## src/rtl/robber_lang_arbiter.sv

```systemverilog
// Round-robin arbiter sharing one robber_language core between two byte-stream requesters.
// Optional per-requester accepted-byte counters are enabled with ROBBER_ARB_STATS_EN.
module robber_lang_arbiter #(
  parameter int unsigned QUANTUM      = 8,
  parameter int unsigned DRAIN_CYCLES = 3
) (
  input  logic       clk,
  input  logic       reset_l,
  input  logic [7:0] req0_data,
  input  logic       req0_valid,
  input  logic       req0_encdec,
  output logic       req0_ready,
  input  logic [7:0] req1_data,
  input  logic       req1_valid,
  input  logic       req1_encdec,
  output logic       req1_ready,
  output logic [7:0] rsp0_data,
  output logic       rsp0_valid,
  output logic [7:0] rsp1_data,
  output logic       rsp1_valid,
  output logic       core_init,
  output logic       core_encdec,
  output logic [7:0] core_data_in,
  output logic       core_data_in_valid,
  input  logic [7:0] core_data_out,
  input  logic       core_data_out_valid,
`ifdef ROBBER_ARB_STATS_EN
  output logic [15:0] stat0_bytes,
  output logic [15:0] stat1_bytes,
`endif
  output logic       owner,
  output logic       owner_active
);

  localparam logic [2:0] StIdle   = 3'd0;
  localparam logic [2:0] StInit   = 3'd1;
  localparam logic [2:0] StSettle = 3'd2;
  localparam logic [2:0] StRun    = 3'd3;
  localparam logic [2:0] StGap    = 3'd4;
  localparam logic [2:0] StDrain  = 3'd5;

  localparam logic [7:0] QuantumW  = 8'(QUANTUM);
  localparam logic [7:0] DrainInit = 8'(DRAIN_CYCLES - 1);

  logic [2:0] state_q, state_d;
  logic       owner_q, owner_d;
  logic       active_q, active_d;
  logic       last_owner_q, last_owner_d;
  logic       mode_q, mode_d;
  logic [7:0] count_q, count_d;
  logic       switch_pending_q, switch_pending_d;
  logic       gap_q, gap_d;
  logic [7:0] drain_q, drain_d;

  logic       own_valid, own_encdec, oth_valid;
  logic [7:0] own_data;
  logic       run_ready, hs;

  function automatic logic is_consonant(input logic [7:0] b);
    case (b)
      "a", "e", "i", "o", "u", "y",
      "A", "E", "I", "O", "U", "Y": is_consonant = 1'b0;
      default:                      is_consonant = 1'b1;
    endcase
  endfunction

  always_comb begin
    own_valid  = owner_q ? req1_valid  : req0_valid;
    own_encdec = owner_q ? req1_encdec : req0_encdec;
    own_data   = owner_q ? req1_data   : req0_data;
    oth_valid  = owner_q ? req0_valid  : req1_valid;
    // Ready is deliberately independent of the valid inputs.
    run_ready  = (state_q == StRun) & ~switch_pending_q & (own_encdec == mode_q);
    hs         = run_ready & own_valid;
  end

  assign req0_ready         = run_ready & ~owner_q;
  assign req1_ready         = run_ready & owner_q;
  assign core_data_in_valid = hs;
  assign core_data_in       = hs ? own_data : 8'h00;
  assign core_init          = (state_q == StInit);
  assign core_encdec        = mode_q;
  assign owner              = owner_q;
  assign owner_active       = active_q;

  assign rsp0_valid = core_data_out_valid & active_q & ~owner_q;
  assign rsp1_valid = core_data_out_valid & active_q & owner_q;
  // Data is zeroed when not valid so every output reads 0 while reset is held.
  assign rsp0_data  = rsp0_valid ? core_data_out : 8'h00;
  assign rsp1_data  = rsp1_valid ? core_data_out : 8'h00;

  always_comb begin
    state_d          = state_q;
    owner_d          = owner_q;
    active_d         = active_q;
    last_owner_d     = last_owner_q;
    mode_d           = mode_q;
    count_d          = count_q;
    switch_pending_d = switch_pending_q;
    gap_d            = gap_q;
    drain_d          = drain_q;
    unique case (state_q)
      StIdle: begin
        if (req0_valid | req1_valid) begin
          owner_d  = (req0_valid & req1_valid) ? ~last_owner_q : req1_valid;
          active_d = 1'b1;
          mode_d   = owner_d ? req1_encdec : req0_encdec;
          count_d  = 8'd0;
          state_d  = StInit;
        end
      end
      StInit:   state_d = StSettle;
      StSettle: state_d = StRun;
      StRun: begin
        if (switch_pending_q) begin
          state_d          = StDrain;
          switch_pending_d = 1'b0;
          drain_d          = DrainInit;
        end else begin
          if (hs) begin
            count_d = (count_q == QuantumW) ? count_q : count_q + 8'd1;
            if (mode_q & is_consonant(own_data)) begin
              state_d = StGap;
              gap_d   = 1'b1;
            end
          end
          // Post-increment count so the quantum-ending byte is the last one accepted.
          if ((oth_valid & ((count_d == QuantumW) | ~own_valid)) |
              (own_valid & (own_encdec != mode_q))) begin
            switch_pending_d = 1'b1;
          end
        end
      end
      StGap: begin
        if (gap_q) gap_d = 1'b0;
        else       state_d = StRun;
      end
      StDrain: begin
        if (drain_q == 8'd0) begin
          state_d      = StIdle;
          last_owner_d = owner_q;
          active_d     = 1'b0;
        end else begin
          drain_d = drain_q - 8'd1;
        end
      end
      default: state_d = StIdle;
    endcase
  end

  always_ff @(posedge clk or negedge reset_l) begin
    if (!reset_l) begin
      state_q          <= StIdle;
      owner_q          <= 1'b0;
      active_q         <= 1'b0;
      last_owner_q     <= 1'b1;
      mode_q           <= 1'b0;
      count_q          <= 8'd0;
      switch_pending_q <= 1'b0;
      gap_q            <= 1'b0;
      drain_q          <= 8'd0;
    end else begin
      state_q          <= state_d;
      owner_q          <= owner_d;
      active_q         <= active_d;
      last_owner_q     <= last_owner_d;
      mode_q           <= mode_d;
      count_q          <= count_d;
      switch_pending_q <= switch_pending_d;
      gap_q            <= gap_d;
      drain_q          <= drain_d;
    end
  end

`ifdef ROBBER_ARB_STATS_EN
  logic [15:0] stat0_q, stat1_q;

  always_ff @(posedge clk or negedge reset_l) begin
    if (!reset_l) begin
      stat0_q <= 16'd0;
      stat1_q <= 16'd0;
    end else begin
      if (hs & ~owner_q & (stat0_q != 16'hFFFF)) stat0_q <= stat0_q + 16'd1;
      if (hs & owner_q & (stat1_q != 16'hFFFF))  stat1_q <= stat1_q + 16'd1;
    end
  end

  assign stat0_bytes = stat0_q;
  assign stat1_bytes = stat1_q;
`endif

endmodule

```

## config.mk

```make
export PLATFORM = sky130hd
export DESIGN_NAME = robber_lang_arbiter
export DESIGN_NICKNAME = d
export VERILOG_FILES = /design/src/rtl/robber_lang_arbiter.sv
export SDC_FILE = /design/constraint.sdc
export NUM_CORES = 1
export LEC_CHECK = 0
export BUFFER_PORTS_ARGS = -buffer_cell sky130_fd_sc_hd__clkbuf_2
export CAP_MARGIN = 20
export CORE_MARGIN = 4
export CORE_UTILIZATION = 50
export CTS_CLUSTER_DIAMETER = 40
export DETAILED_ROUTE_END_ITERATION = 10
export HOLD_SLACK_MARGIN = 0.06
export PLACE_DENSITY = 0.87
export SYNTH_ARGS = -nofsm -noshare
export SYNTH_HDL_FRONTEND = slang
export SYNTH_SLANG_ARGS = --single-unit
```

## constraint.sdc

```tcl
create_clock -name clk -period 3.3 [get_ports clk]
set_input_delay 0.165 -clock clk [delete_from_list [all_inputs] [get_ports clk]]
set_output_delay 0.165 -clock clk [all_outputs]
set_load 0.02 [all_outputs]
```

After elaboration in Yosys (flattened, before gate mapping)
Cells that the tools add are included.
{ "word_totals": {"ramBits": 0, "rom_bits": 0, "latch_bits": 0, "mem_count": 0, "ff_bits": 25, "elab_cells": 114} }
{ "classes": {"n_eq_ne": 31, "div": 0, "n_bitwise": 19, "mux": 39, "addsub": 2, "n_shift": 0, "n_reduce_logical": 14, "order_cmp": 0, "mul": 0} }
{ "ops": {"columns": ["op", "n"], "rows": [
  ["$eq A8 B7 Y1 const B", 12],
  ["$mux W8", 12],
  ["$pmux W8 S2", 2],
  ["$mux W3", 6],
  ["$pmux W3 S6", 1],
  ["$eq A8 B4 Y1 const B", 2],
  ["$mux W1", 16],
  ["$ne A2 B2 Y1 const B", 7],
  ["$and A1 B1 Y1", 12],
  ["$reduce_or A12 Y1", 1],
  ["$reduce_and A3 Y1", 3],
  ["$add A8 B1 Y8 const B", 1],
  ["$logic_not A8 Y1", 1],
  ["$reduce_bool A2 Y1", 4],
  ["$sub A8 B1 Y8 const B", 1],
  ["$eq A3 B2 Y1 const B", 2],
  ["$eq A3 B3 Y1 const B", 2],
  ["$reduce_and A5 Y1", 1],
  ["$not A1 Y1", 4],
  ["$pmux W1 S2", 2],
  ["$reduce_and A2 Y1", 2],
  ["$reduce_and A4 Y1", 1],
  ["$eq A3 B1 Y1 const B", 1],
  ["$logic_not A3 Y1", 1],
  ["other kinds (6)", 8]
]} }

Depth between registers and ports, before layout
Gate-level depths: netlist (run 1).
{ "logic_depth": {"ltp_word": 13, "ltp_mapped": 9, "depth_no_buf": 7} }

Worst setup path after synthesis (run 1)
Ideal clock, no wire load.
{ "synth_timing": {"path_type": "reg2reg", "start": "register owner_q, in the netlist owner", "end": "register switch_pending_q", "setup_slack_ns": 1.248, "setup_ns": 0.088, "stages_incl_launch_ff": 8, "t_arrival_ns": 1.963, "path_cell_list": "dfrtp_1 > mux2_2 > and2_4 > buf_6 > a311o_1 > a311oi_2 > nand4_1 > a41oi_1"} }
{ "synth_between": {"elab_chain_len": 13} }
{ "synth_lines": {"columns": ["element", "line_no", "rtl"], "rows": [
  ["from (decl)", "46", "logic owner_q, owner_d;"],
  ["from (signal assigned)", "164", "owner_q <= owner_d;"],
  ["$mux W1", "69", "own_encdec = owner_q ? req1_encdec : req0_encdec;"],
  ["$eq A1 B1 Y1", "73", "run_ready = (state_q == StRun) & ~switch_pending_q & (own_encdec == mode_q);"],
  ["$and A1 B1 Y1", "73", null],
  ["$and A1 B1 Y1", "74", "hs = run_ready & own_valid;"],
  ["$mux W8", "120", "if (hs) begin"],
  ["$mux W8", "115", "if (switch_pending_q) begin"],
  ["$mux W8", "102", "unique case (state_q)"],
  ["$eq A8 B4 Y1", "128", "if ((oth_valid & ((count_d == QuantumW) | ~own_valid)) |"],
  ["$or A1 B1 Y1", "128", null],
  ["$and A1 B1 Y1", "128", null],
  ["$or A1 B1 Y1 (*)", "128", null],
  ["$mux W1 (*)", "128", null],
  ["$mux W1 (*)", "115", null],
  ["to (signal assigned)", "169", "switch_pending_q <= switch_pending_d;"],
  ["to (decl)", "51", "logic switch_pending_q, switch_pending_d;"]
]} }
Every way passes the cells marked *; elsewhere a longest branch is shown, timed or not. The select of a mux whose other input is x is not followed.
A chain may end at the register's enable or synchronous reset.

Worst setup path after layout (run 1)
{ "layout_timing": {"start": "register owner_q, in the netlist owner", "end": "output port core_data_in_valid"} }
{ "layout_between": {"elab_chain_len": 4} }
{ "layout_lines": {"columns": ["element", "line_no", "rtl"], "rows": [
  ["$mux W1", "69", null],
  ["$eq A1 B1 Y1", "73", null],
  ["$and A1 B1 Y1", "73", null],
  ["$and A1 B1 Y1 (*)", "74", null],
  ["to (decl)", "24", "output logic core_data_in_valid,"]
]} }
Every way passes the cells marked *; elsewhere a longest branch is shown, timed or not.

==> results of run 1 <==
## cells in the final DEF, fill, tap and decap left out, types with 4 or more instances in the layout
master,instances
o21ai_0,16
nand2_1,16
and3_1,5
mux2i_1,11
nor2_1,21
and2_1,17
nand4_1,9
nand3b_1,4
inv_1,8
nor3_1,5
dfrtp_1,24
clkbuf_2,63
nand3_1,8
xnor2_1,7
## sequential cells by signal (all words and copies together) (netlist names)
signal            flops
last_owner_q          1
count_q               8
owner                 1
owner_active          1
core_encdec           1
switch_pending_q      1
state_q               3
drain_q               8
gap_q                 1
## final timing paths
path                                  start                  to  slack [ns]  cells past startpoint
worst min register to register   drain_q[0]          drain_q[0]        0.55                      1
worst min-delay path            req0_encdec         core_encdec        0.21                      3
min in group asynchronous           reset_l          state_q[1]        0.46                      2
max in group asynchronous           reset_l          count_q[3]        2.44                      2
worst max register to register        owner               gap_q        1.00                      7
worst max-delay path                  owner  core_data_in_valid        0.87                      6
## area by class of cell
class	instances	area share, %
clock buffer	3	1.80
clock inverter	1	0.328
timing repair buffer	66	14.9
inverter	9	1.47
sequential	25	27.4
tap	48	2.62
multi-input combinational	178	51.6
## through the flow
stage,instance area (um^2),utilization (%)
after global routing,2290,62.1
final,2290,62.1
after detailed placement,2230,60.5
after CTS,2290,62.1
after floorplan,1920,-
after global placement,2230,60.5
## routing by layer
metal	vias up	routed length [um]	share of wire [%]
li1	937	-	-
met1	891	2040	42
met2	101	2400	49
met3	4	405	8.3
met4	0	29	0.59
met5	-	0	0
## critical path, stage by stage, from the launching register on
cell and delay [ns]:
dfrtp_1 0.57, mux2i_1 0.34, xor2_1 0.17, buf_4 0.19, nand2_1 0.29, inv_2 0.23
clkbuf_2 0.21
## where the power goes
part	switching [uW]	leakage [uW]	total, uW	internal, uW
clock network	97.8	0.0000217	183	85.4
logic	606	0.000743	1020	415
registers	181	0.000321	600	419
total	885	0.00109	1800	919
## logic make-up (layout without fill, tap and decap cells)
family                     count (synthesis)  in the layout  synth area share [%]
and+or+nand+nor                          104            104                  30.1
DFF                                       25             25                  32.6
AOI/OAI and AO/OA                         48             48                  18.0
buffers and inverters                     22             79                  5.99
muxes                                     13             13                  6.90
xor gates and xnor gates                  10             10                  4.55
adders and majority gates                  3              3                  1.95
## synthesized netlist by cell type (all sizes together), types with 3 or more instances
library cell	number
xor2	3
dfrtp	24
o21ai	18
nand4b	3
nor4	4
and3	5
buf	6
and2	18
nand4	9
clkbuf	7
inv	9
mux2i	11
nand3b	4
ha	3
a21oi	3
a21boi	3
nor3	6
nand2	16
nor2	21
nand3	8
xnor2	7
o21a	3
## timing repair
| action | 4_1_cts | 5_1_grt |
|---|---|---|
| setup buffers | 0 | 0 |
| endpoints found under the hold margin | 24 | 0 |
| hold buffers | 1 | 0 |
==> summary.md, run 1 <==
| Metric | Value |
|---|---|
| Outcome | completed |
| Register area share after synthesis | 32.6% |
| Max-slew headroom | 59.3% |
| GRT Total Usage | 20.1% |
| Worst Skew | 0.00185 ns |
| Max Root-Sink Buffers | 2 |
| Number of global-route vias before repair | 1844 |
| Crit end category | output pin |
| Crit path DAT | 2.26 ns |
| Total number of vias | 1933 |
| Setup TNS Final | 0 ns |
| Iter 0 DRT Violations | 63 |
| Port Buffers | 63 |
| Die width | 70.0 um |
| CP Max Fanout | 12 |
| H-tree levels | 1 |
| Post-synth EDFFs | 0 |
| Initial antenna violation count | 0 |
| Synthesis-stage register bit count | 25 |
| First-pass GRT wire length | 8460 um |
| Num rows | 22 |
| Worst setup path class | flop to output pin |
| Area contributors post-synth | dfrtp_1, mux2i_1, and2_1 |
| M3 GR Usage | 3.60% |
| Final wirelength | 4870 um |
| Vias per inst | 5.86 |
| Fin crit share | 73.5% |
| Synth top area share | 31.2% |
| CTS resizes | 0 |
| Ys flop type | dfrtp_1 |
| Largest area contributor in the netlist | dfrtp_1 |
| CTS root buffer | clkbuf_8 |
| GRT busiest layer | met2 |
| Worst Path Required | 3.13 ns |
| Share of post-route cells with drive strength above 1 | 28.7% |
| HPWL Detailed | 3840 um |
| Unique masters post-synth | 56 |
| Placer congestion estimate | 0.991 |
| Multi-input gate area | 1180 um^2 |
| Largest net degree at the start of global routing | 26 |
| Worst Slack Setup Final | 0.873 ns |
| Worst-Margin Slew | 0.611 ns |
| Number of I/O pins | 64 |
| Routed wire per std cell | 14.8 um |
| Fin nets | 317 |
| Core footprint | 3690 um^2 |
| Worst hold path type | primary input to flop |
| Worst Setup Start Kind | flop |
| ANT cells | 0 |
| Met2 Usage GRT | 36.7% |
| Area grow syn2layout | 19.1% |
| Clk_lat worst skew | 0.26 ns |
| Syn nets | 259 |
| Clk sink count | 25 |
| Starting density of the core | 52.1% |
| Ys Warns | 0 |
| Non-Filler Instances | 330 |
| Total gr overflow | 0 |
| Post-synth ARST share | 100% |
| Lkg Pwr | 0.00109 uW |
| Mapped Cells | 225 |
| Met1 usage | 24.8% |
| CTS Buf Count | 3 |
| CTS tree | done |
| Dpl ws | 1.04 ns |
| Tmin final | 2.43 ns |
| Maxcap violations | 0 |
| Final slew viol count | 0 |
| Placed Instances | 325 |
| DRC viols | 0 |
| Max frequency | 412 MHz |
| Peak VDD IR | 0.532 mV |
| Final setup fails | 0 |
| Total power draw | 1800 uW |
| Die area | 4900 um^2 |
| Cell Area, Synth | 1920 um^2 |
| Final hold slack | 0.213 ns |
| RSZ-0062 raised after global routing | false |
| DIE HEIGHT | 70.0 um |
| Fillers | 313 |
| Sequential standard cell area | 627 um^2 |
| Initial DRT Pass Iterations | 4 |
| Synth Area per Inst | 8.55 um^2 |
| Fin. Hold Viols | 0 |
| Clk pin slew, worst setup/hold paths | 0.09 ns |
| Power Dens Cells | 787 nW/um^2 |
| Antenna viol nets, final | 0 |
(Power assumes the default switching activity.)
==> run 2: changes to the inputs <==
- CORE_UTILIZATION: 50 -> 46
- PLACE_DENSITY: 0.87 -> 0.85
- clock period: 3.3 -> 2 ns (I/O delays scaled with it)
==> run 2 against run 1 <==
The flow now finishes with violations (setup timing). Clock-buffer cell count unchanged. Setup slack lost 0.93 ns. Cell area up 12%. Largest cell class unchanged. Largest power group unchanged.
==> summary.md, run 2 (synthesis gave the netlist of run 1 again) <==
| Metric | Value |
|---|---|
| Outcome | complete, but fails checks |
| Failing checks | setup timing |
| Clk_lat worst skew | 0.28 ns (+0.02 ns) |
| Clk pin slew, worst setup/hold paths | 0.10 ns (about the same) |
| RSZ-0062 raised after global routing | true |
| DRC viols | 0 (unchanged) |
| Worst Skew | 0.00612 ns (+0.00428 ns) |
| Commonest cells after routing, fill and taps aside | clkbuf_2, buf_4, dfrtp_1 |
| Sink of the worst hold path | core_encdec |
| Peak VDD IR | 0.828 mV (+56%) |
| Crit end category | flop |
| Worst Slack Setup Final | -0.0537 ns (-0.927 ns) |
| Worst R2R Setup Slack | -0.05 ns (-1.05 ns) |
| FF-to-FF path depth | 7 (unchanged) |
| Slowest cell on the critical path | dfrtp_2 |
| Max Root-Sink Buffers | 2 (unchanged) |
| Vias per inst | 5.92 (+0.98%) |
| First-pass GRT wire length | 8630 um (+2.0%) |
| Crit path max-delay family | compound AO/OA/AOI/OAI gates |
| Core footprint | 4030 um^2 (+9.2%) |
| FF-to-FF Start | owner |
| Commonest non-fill, non-tap cell in the layout | clkbuf_2 |
| Share of post-route cells with drive strength above 1 | 38.9% (+10 points) |
| Number of global-route vias before repair | 1936 (+5.0%) |
| Min-delay src | req0_encdec |
| Post-route cell area | 2560 um^2 (+12%) |
| Setup TNS Final | -0.0537 ns (-0.0537 ns) |
| Max-slew headroom | 57.8% (-1.5 points) |
| Worst setup path class | flop to flop |
| Iter 0 DRT Violations | 155 (+150%) |
| Fin crit share | 103% |
| Fillers | 334 (+6.7%) |
| Worst Path Buf+Inv | 1 (-2) |
| Num rows | 23 (+4.5%) |
| Initial DRT Pass Iterations | 4 (unchanged) |
| Antenna viol nets, final | 0 (unchanged) |
| Total gr overflow | 0 (unchanged) |
| Placed Instances | 343 (+5.5%) |
| Critical Path, Cell by Cell | mux2i_2 -> xor2_1 -> buf_4 -> a311o_1 -> a311oi_2 -> nand4_1 -> a41oi_2 |
| CTS Buf Count | 3 (unchanged) |
| Final wirelength | 5580 um (+14%) |
| Total power draw | 3460 uW (+92%) |
| Placed Area | 2360 um^2 (+5.5%) |
| Largest net degree at the start of global routing | 26 (unchanged) |
| Worst hold path type | primary input to flop |
| Placer congestion estimate | 0.977 (-1.4%) |
| Fin. Hold Viols | 0 (unchanged) |
| CP Max Fanout | 5 (-7) |
| Maxcap violations | 0 (unchanged) |
| Die width | 72.7 um (+3.8%) |
| Reg2reg end | switch_pending_q |
| Final setup fails | 1 (+1) |
| Lkg Pwr | 0.00120 uW (+10%) |
| Die area | 5280 um^2 (+7.7%) |
| ANT cells | 0 (unchanged) |
| Fin nets | 338 (+6.6%) |
| H-tree levels | 1 (unchanged) |
| DIE HEIGHT | 72.7 um (+3.8%) |
| Worst Path Required | 2.20 ns (-0.93 ns) |
| Worst Setup Start Kind | flop |
| Total number of vias | 2088 (+8.0%) |
| CTS root buffer | clkbuf_8 |
| Non-Filler Instances | 353 (+7.0%) |
| Max frequency | 487 MHz |
| Port Buffers | 63 (unchanged) |
| Initial antenna violation count | 0 (unchanged) |
| Clk sink count | 25 (unchanged) |
| Crit path DAT | 2.26 ns (about the same) |
| Tmin final | 2.05 ns |
| Final slew viol count | 0 (unchanged) |
| Area grow syn2layout | 33.3% |
| CTS tree | done |
| Hold path depth | 3 (unchanged) |
| Fin util | 63.6% (+1.5 points) |
| HPWL Detailed | 3950 um (+3.1%) |
| Power Dens Cells | 1350 nW/um^2 (+71%) |
| Max stage delay on crit path | 0.44 ns (-0.13 ns) |
| Routed wire per std cell | 15.8 um (+7.0%) |
| Number of I/O pins | 64 (unchanged) |
| Starting density of the core | 47.7% (-4.4 points) |
| GRT Total Usage | 20.2% (+0.098 points) |
| Worst-Margin Slew | 0.633 ns (+0.0218 ns) |
| Biggest regs | count_q x8, drain_q x8, state_q x3 |
run 2: cell types whose count changed in the layout (fill, tap and decap cells not counted), sizes merged:
| cell | delta |
|---|---|
| buf | +29 |
| clkbuf | -8 |
run 2: worst max path at each step:
stage	from	to	slack, ns	depth (start not counted)
after floorplan	owner	switch_pending_q	0.04	7
after global placement	owner	state_q[2]	0.10	7
after detailed placement	owner	switch_pending_q	0.04	7
after CTS	state_q[2]	req0_ready	0.006	6
after global routing	owner	switch_pending_q	-0.13	7
final	owner	switch_pending_q	-0.05	7
run 2: worst min-delay path: stages:
cell and delay, ns:
clkbuf_2 0.10, mux2i_1 0.06, o21ai_0 0.13
run 2: metrics by stage:
step | hold WS [ns] | worst slack (ns)
3_3_place_gp | 0.146 | 0.103
4_1_cts | 0.153 | 0.00616
5_1_grt | 0.234 | -0.127
3_5_place_dp | 0.155 | 0.0419
2_1_floorplan | -0.196 | 0.0374
6_report | 0.154 | -0.0537
run 2: cell type report:
type / count / area [um^2] / area share, %
clock buffers: 3 / 41.3 / 1.61
flip-flops and latches: 25 / 631 / 24.6
clock inverters: 1 / 7.51 / 0.293
repair buffers: 87 / 529 / 20.6
well taps: 50 / 62.6 / 2.44
multi-input cells: 178 / 1260 / 49.1
inverters: 9 / 33.8 / 1.32
run 2: power by group:
part	total, uW	switching (uW)	leakage, uW	internal [uW]
Clock	324	182	0.0000217	142
Combinational	2220	1220	0.000857	991
Sequential	917	221	0.000317	696
Total	3460	1630	0.00120	1830
run 2: routing by layer:
layer	wire (um)	part of all wire, %	GRT usage [%]	vias up
met5	0	0	0	-
met2	2670	48	34.1	117
met4	172	3.1	8.61	0
li1	-	-	-	983
met3	552	9.9	3.03	20
met1	2180	39	25.8	968
run 2: timing repair:
item                                    in CTS  in global routing
setup buffers                                4                  1
hold endpoints to repair                    24                  0
pin swaps                                    0                 11
resized for setup                            2                 36
hold buffers                                 1                  0
cloned                                       0                  0
endpoints found under the setup margin       9                 15
==> run 3: changes to the inputs <==
- CORE_ASPECT_RATIO: unset -> 0.9
- CORE_MARGIN: 4 -> unset
==> run 3 against run 2 <==
The run still ends with setup timing left. Worst hold slack improved by 0.0060 ns. Global-route usage rose by 2.6 points. Core utilization is 4.7 points higher. Die area fell by 16%. Combinational power increased by 6%. Routed wire length increased by 4.3%. Via count up 4.9%. Clock power fell by 3%. Critical endpoint unchanged. Clock-buffer cell count is the same. Power rose by 3.4%. Setup slack got worse by 0.025 ns. Critical path type unchanged. Critical path depth is 2 higher. Largest power group unchanged.
==> summary.md, run 3 (synthesis gave the netlist of run 1 again) <==
| Metric | Value |
|---|---|
| Outcome | complete, but fails checks |
| Failing checks | setup timing |
| HPWL Detailed | 3850 um (-2.7%) |
| Largest net degree at the start of global routing | 26 (unchanged) |
| Vias per inst | 6.09 (+2.9%) |
| Met1 usage | 28.1% (+2.3 points) |
| Crit end category | flop |
| Core footprint | 3860 um^2 (-4.1%) |
| Number of I/O pins | 64 (unchanged) |
| Fillers | 282 (-16%) |
| FF-to-FF path depth | 9 (+2) |
| Most frequent cell on the critical path | buf_4 |
| Fin crit share | 104% (+1.3 points) |
| Switching power | 1670 uW (+2.7%) |
| Clk sink count | 25 (unchanged) |
| Hold path depth | 3 (unchanged) |
| RSZ-0062 raised after global routing | true |
| ANT cells | 0 (unchanged) |
| Initial antenna violation count | 0 (unchanged) |
| Die area | 4440 um^2 (-16%) |
| Reg2reg end | switch_pending_q |
| FF-to-FF Start | owner |
| Worst-Margin Slew | 0.639 ns (+0.00594 ns) |
| Power Dens Cells | 1350 nW/um^2 (+0.38%) |
| DIE HEIGHT | 63.3 um (-13%) |
| Iter 0 DRT Violations | 150 (-3.2%) |
| Fin. Hold Viols | 0 (unchanged) |
| Min-delay src | req0_encdec |
| Lkg Pwr | 0.00127 uW (+5.9%) |
| First-pass GRT wire length | 8290 um (-3.9%) |
| Final hold slack | 0.160 ns (+0.00603 ns) |
| Met2 Usage GRT | 40.0% (+6.0 points) |
| Port Buffers | 63 (unchanged) |
| GRT busiest layer | met2 |
| Crit path max-delay family | buffers and inverters |
| Worst setup path class | flop to flop |
| Biggest regs | count_q x8, drain_q x8, state_q x3 |
| Fin nets | 349 (+3.3%) |
| Die width | 70.2 um (-3.4%) |
| Maxcap violations | 0 (unchanged) |
| Routed wire per std cell | 16.2 um (+2.3%) |
| Internal power | 1900 uW (+3.9%) |
| Slowest cell on the critical path | dfrtp_2 |
| Number of global-route vias before repair | 1930 (-0.31%) |
| Worst Path Required | 2.20 ns (about the same) |
| Max frequency | 481 MHz (-1.2%) |
| Final wirelength | 5820 um (+4.3%) |
| Sequential share of power | 25.5% (-1.0 points) |
| Worst Skew | 0.00331 ns (-0.00282 ns) |
| Total gr overflow | 0 (unchanged) |
| Max stage delay on crit path | 0.44 ns (about the same) |
| GRT Total Usage | 22.9% (+2.6 points) |
| Commonest cells after routing, fill and taps aside | clkbuf_2, buf_4, dfrtp_1 |
| Antenna viol nets, final | 0 (unchanged) |
| Worst R2R Setup Slack | -0.08 ns (-0.03 ns) |
| Critical Path, Cell by Cell | mux2i_2 -> xor2_1 -> buf_4 -> buf_4 -> nand4_1 -> buf_4 -> o21ai_0 -> nand4_1 -> a41oi_2 |
| Final slew viol count | 0 (unchanged) |
| Worst Path Buf+Inv | 3 (+2) |
| Worst Slack Setup Final | -0.0787 ns (-0.0251 ns) |
| Placer congestion estimate | 1.05 (+7.4%) |
| Commonest non-fill, non-tap cell in the layout | clkbuf_2 |
| Sink of the worst hold path | core_encdec |
| Clock share of power | 8.8% (-0.6 points) |
| Clk_lat worst skew | 0.27 ns (about the same) |
| Peak VDD IR | 0.768 mV (-7.2%) |
| Num rows | 21 (-8.7%) |
| Initial DRT Pass Iterations | 5 (+1) |
| Share of post-route cells with drive strength above 1 | 40.1% (+1.2 points) |
| Max Root-Sink Buffers | 2 (unchanged) |
| Placed Area | 2380 um^2 (+1.1%) |
| Comb power frac | 65.8% (+1.7 points) |
| Net Sw Frac | 46.8% (-0.29 points) |
| Setup TNS Final | -0.0787 ns (-0.0251 ns) |
| M3 GR Usage | 5.12% (+2.1 points) |
| H-tree levels | 1 (unchanged) |
| DRC viols | 0 (unchanged) |
| Dpl ws | 0.0558 ns (+0.0138 ns) |
| Post-route cell area | 2640 um^2 (+3.0%) |
| Fin util | 68.4% (+4.7 points) |
| Area grow syn2layout | 37.3% |
| CP Max Fanout | 5 (unchanged) |
| CTS tree | done |
| Clk pin slew, worst setup/hold paths | 0.09 ns (about the same) |
| CTS Buf Count | 3 (unchanged) |
| Worst hold path type | primary input to flop |
| CTS root buffer | clkbuf_8 |
| Tmin final | 2.08 ns (+0.0251 ns) |
| Starting density of the core | 49.8% (+2.1 points) |
| Max-slew headroom | 57.4% (-0.40 points) |
| CP Depth | 9 (+2) |
| Total number of vias | 2191 (+4.9%) |
| Crit path DAT | 2.27 ns (about the same) |
| Final setup fails | 1 (unchanged) |
| Worst Setup Start Kind | flop |
-- run 3: cell types whose count changed in the layout (fill, tap and decap cells not counted), sizes merged --
cell,delta
clkbuf,-1
buf,+12
-- run 3: metrics by stage --
step,power [uW],instances
final,3570,360
after global placement,2830,343
after floorplan,2240,225
after global routing,3800,360
after detailed placement,2880,343
after CTS,3220,349
-- run 3: how the worst max path moves through the flow --
stage                             endpoint  slack (ns)  startpoint
final                     switch_pending_q       -0.08       owner
after global routing      switch_pending_q       -0.18       owner
after CTS                  core_data_in[7]        0.02       owner
after detailed placement        state_q[2]        0.06       owner
after global placement          state_q[2]        0.11       owner
after floorplan           switch_pending_q        0.04       owner
-- run 3: layer usage --
layer / share of wire [%] / up-vias / wire length [um]
met4: 3.0 / 0 / 174
li1: - / 1005 / -
met3: 10 / 29 / 605
met2: 49 / 167 / 2840
met1: 38 / 990 / 2200
met5: 0 / - / 0
-- run 3: cell type report --
cell class,instances,area [um^2],area share [%]
multi-input combinational,178,1230,46.7
tap,46,57.6,2.18
clock inverter,1,7.51,0.284
clock buffer,3,41.3,1.56
timing repair buffer,98,638,24.2
sequential,25,628,23.8
inverter,9,33.8,1.28
-- run 3: power by group through the flow --
stage	Combinational [uW]	Clock [uW]	Sequential (uW)
after floorplan	1330	0	905
after global placement	1930	0	893
after detailed placement	1980	0	904
after CTS	2000	321	897
after global routing	2520	344	938
final	2350	314	909
-- run 3: worst reg2reg max path, stage by stage, from the launching register on --
cell and delay [ns]:
dfrtp_2 0.44, mux2i_2 0.27, xor2_1 0.23, buf_4 0.19, buf_4 0.12, nand4_1 0.16
buf_4 0.20, o21ai_0 0.10, nand4_1 0.15, a41oi_2 0.15
-- run 3: repair_timing --
action	4_1_cts	5_1_grt
hold buffers	1	0
pin swaps	0	7
endpoints found under the hold margin	24	0
endpoints found under the setup margin	8	14
resized for setup	1	38
gates cloned	0	2
setup buffers	1	9
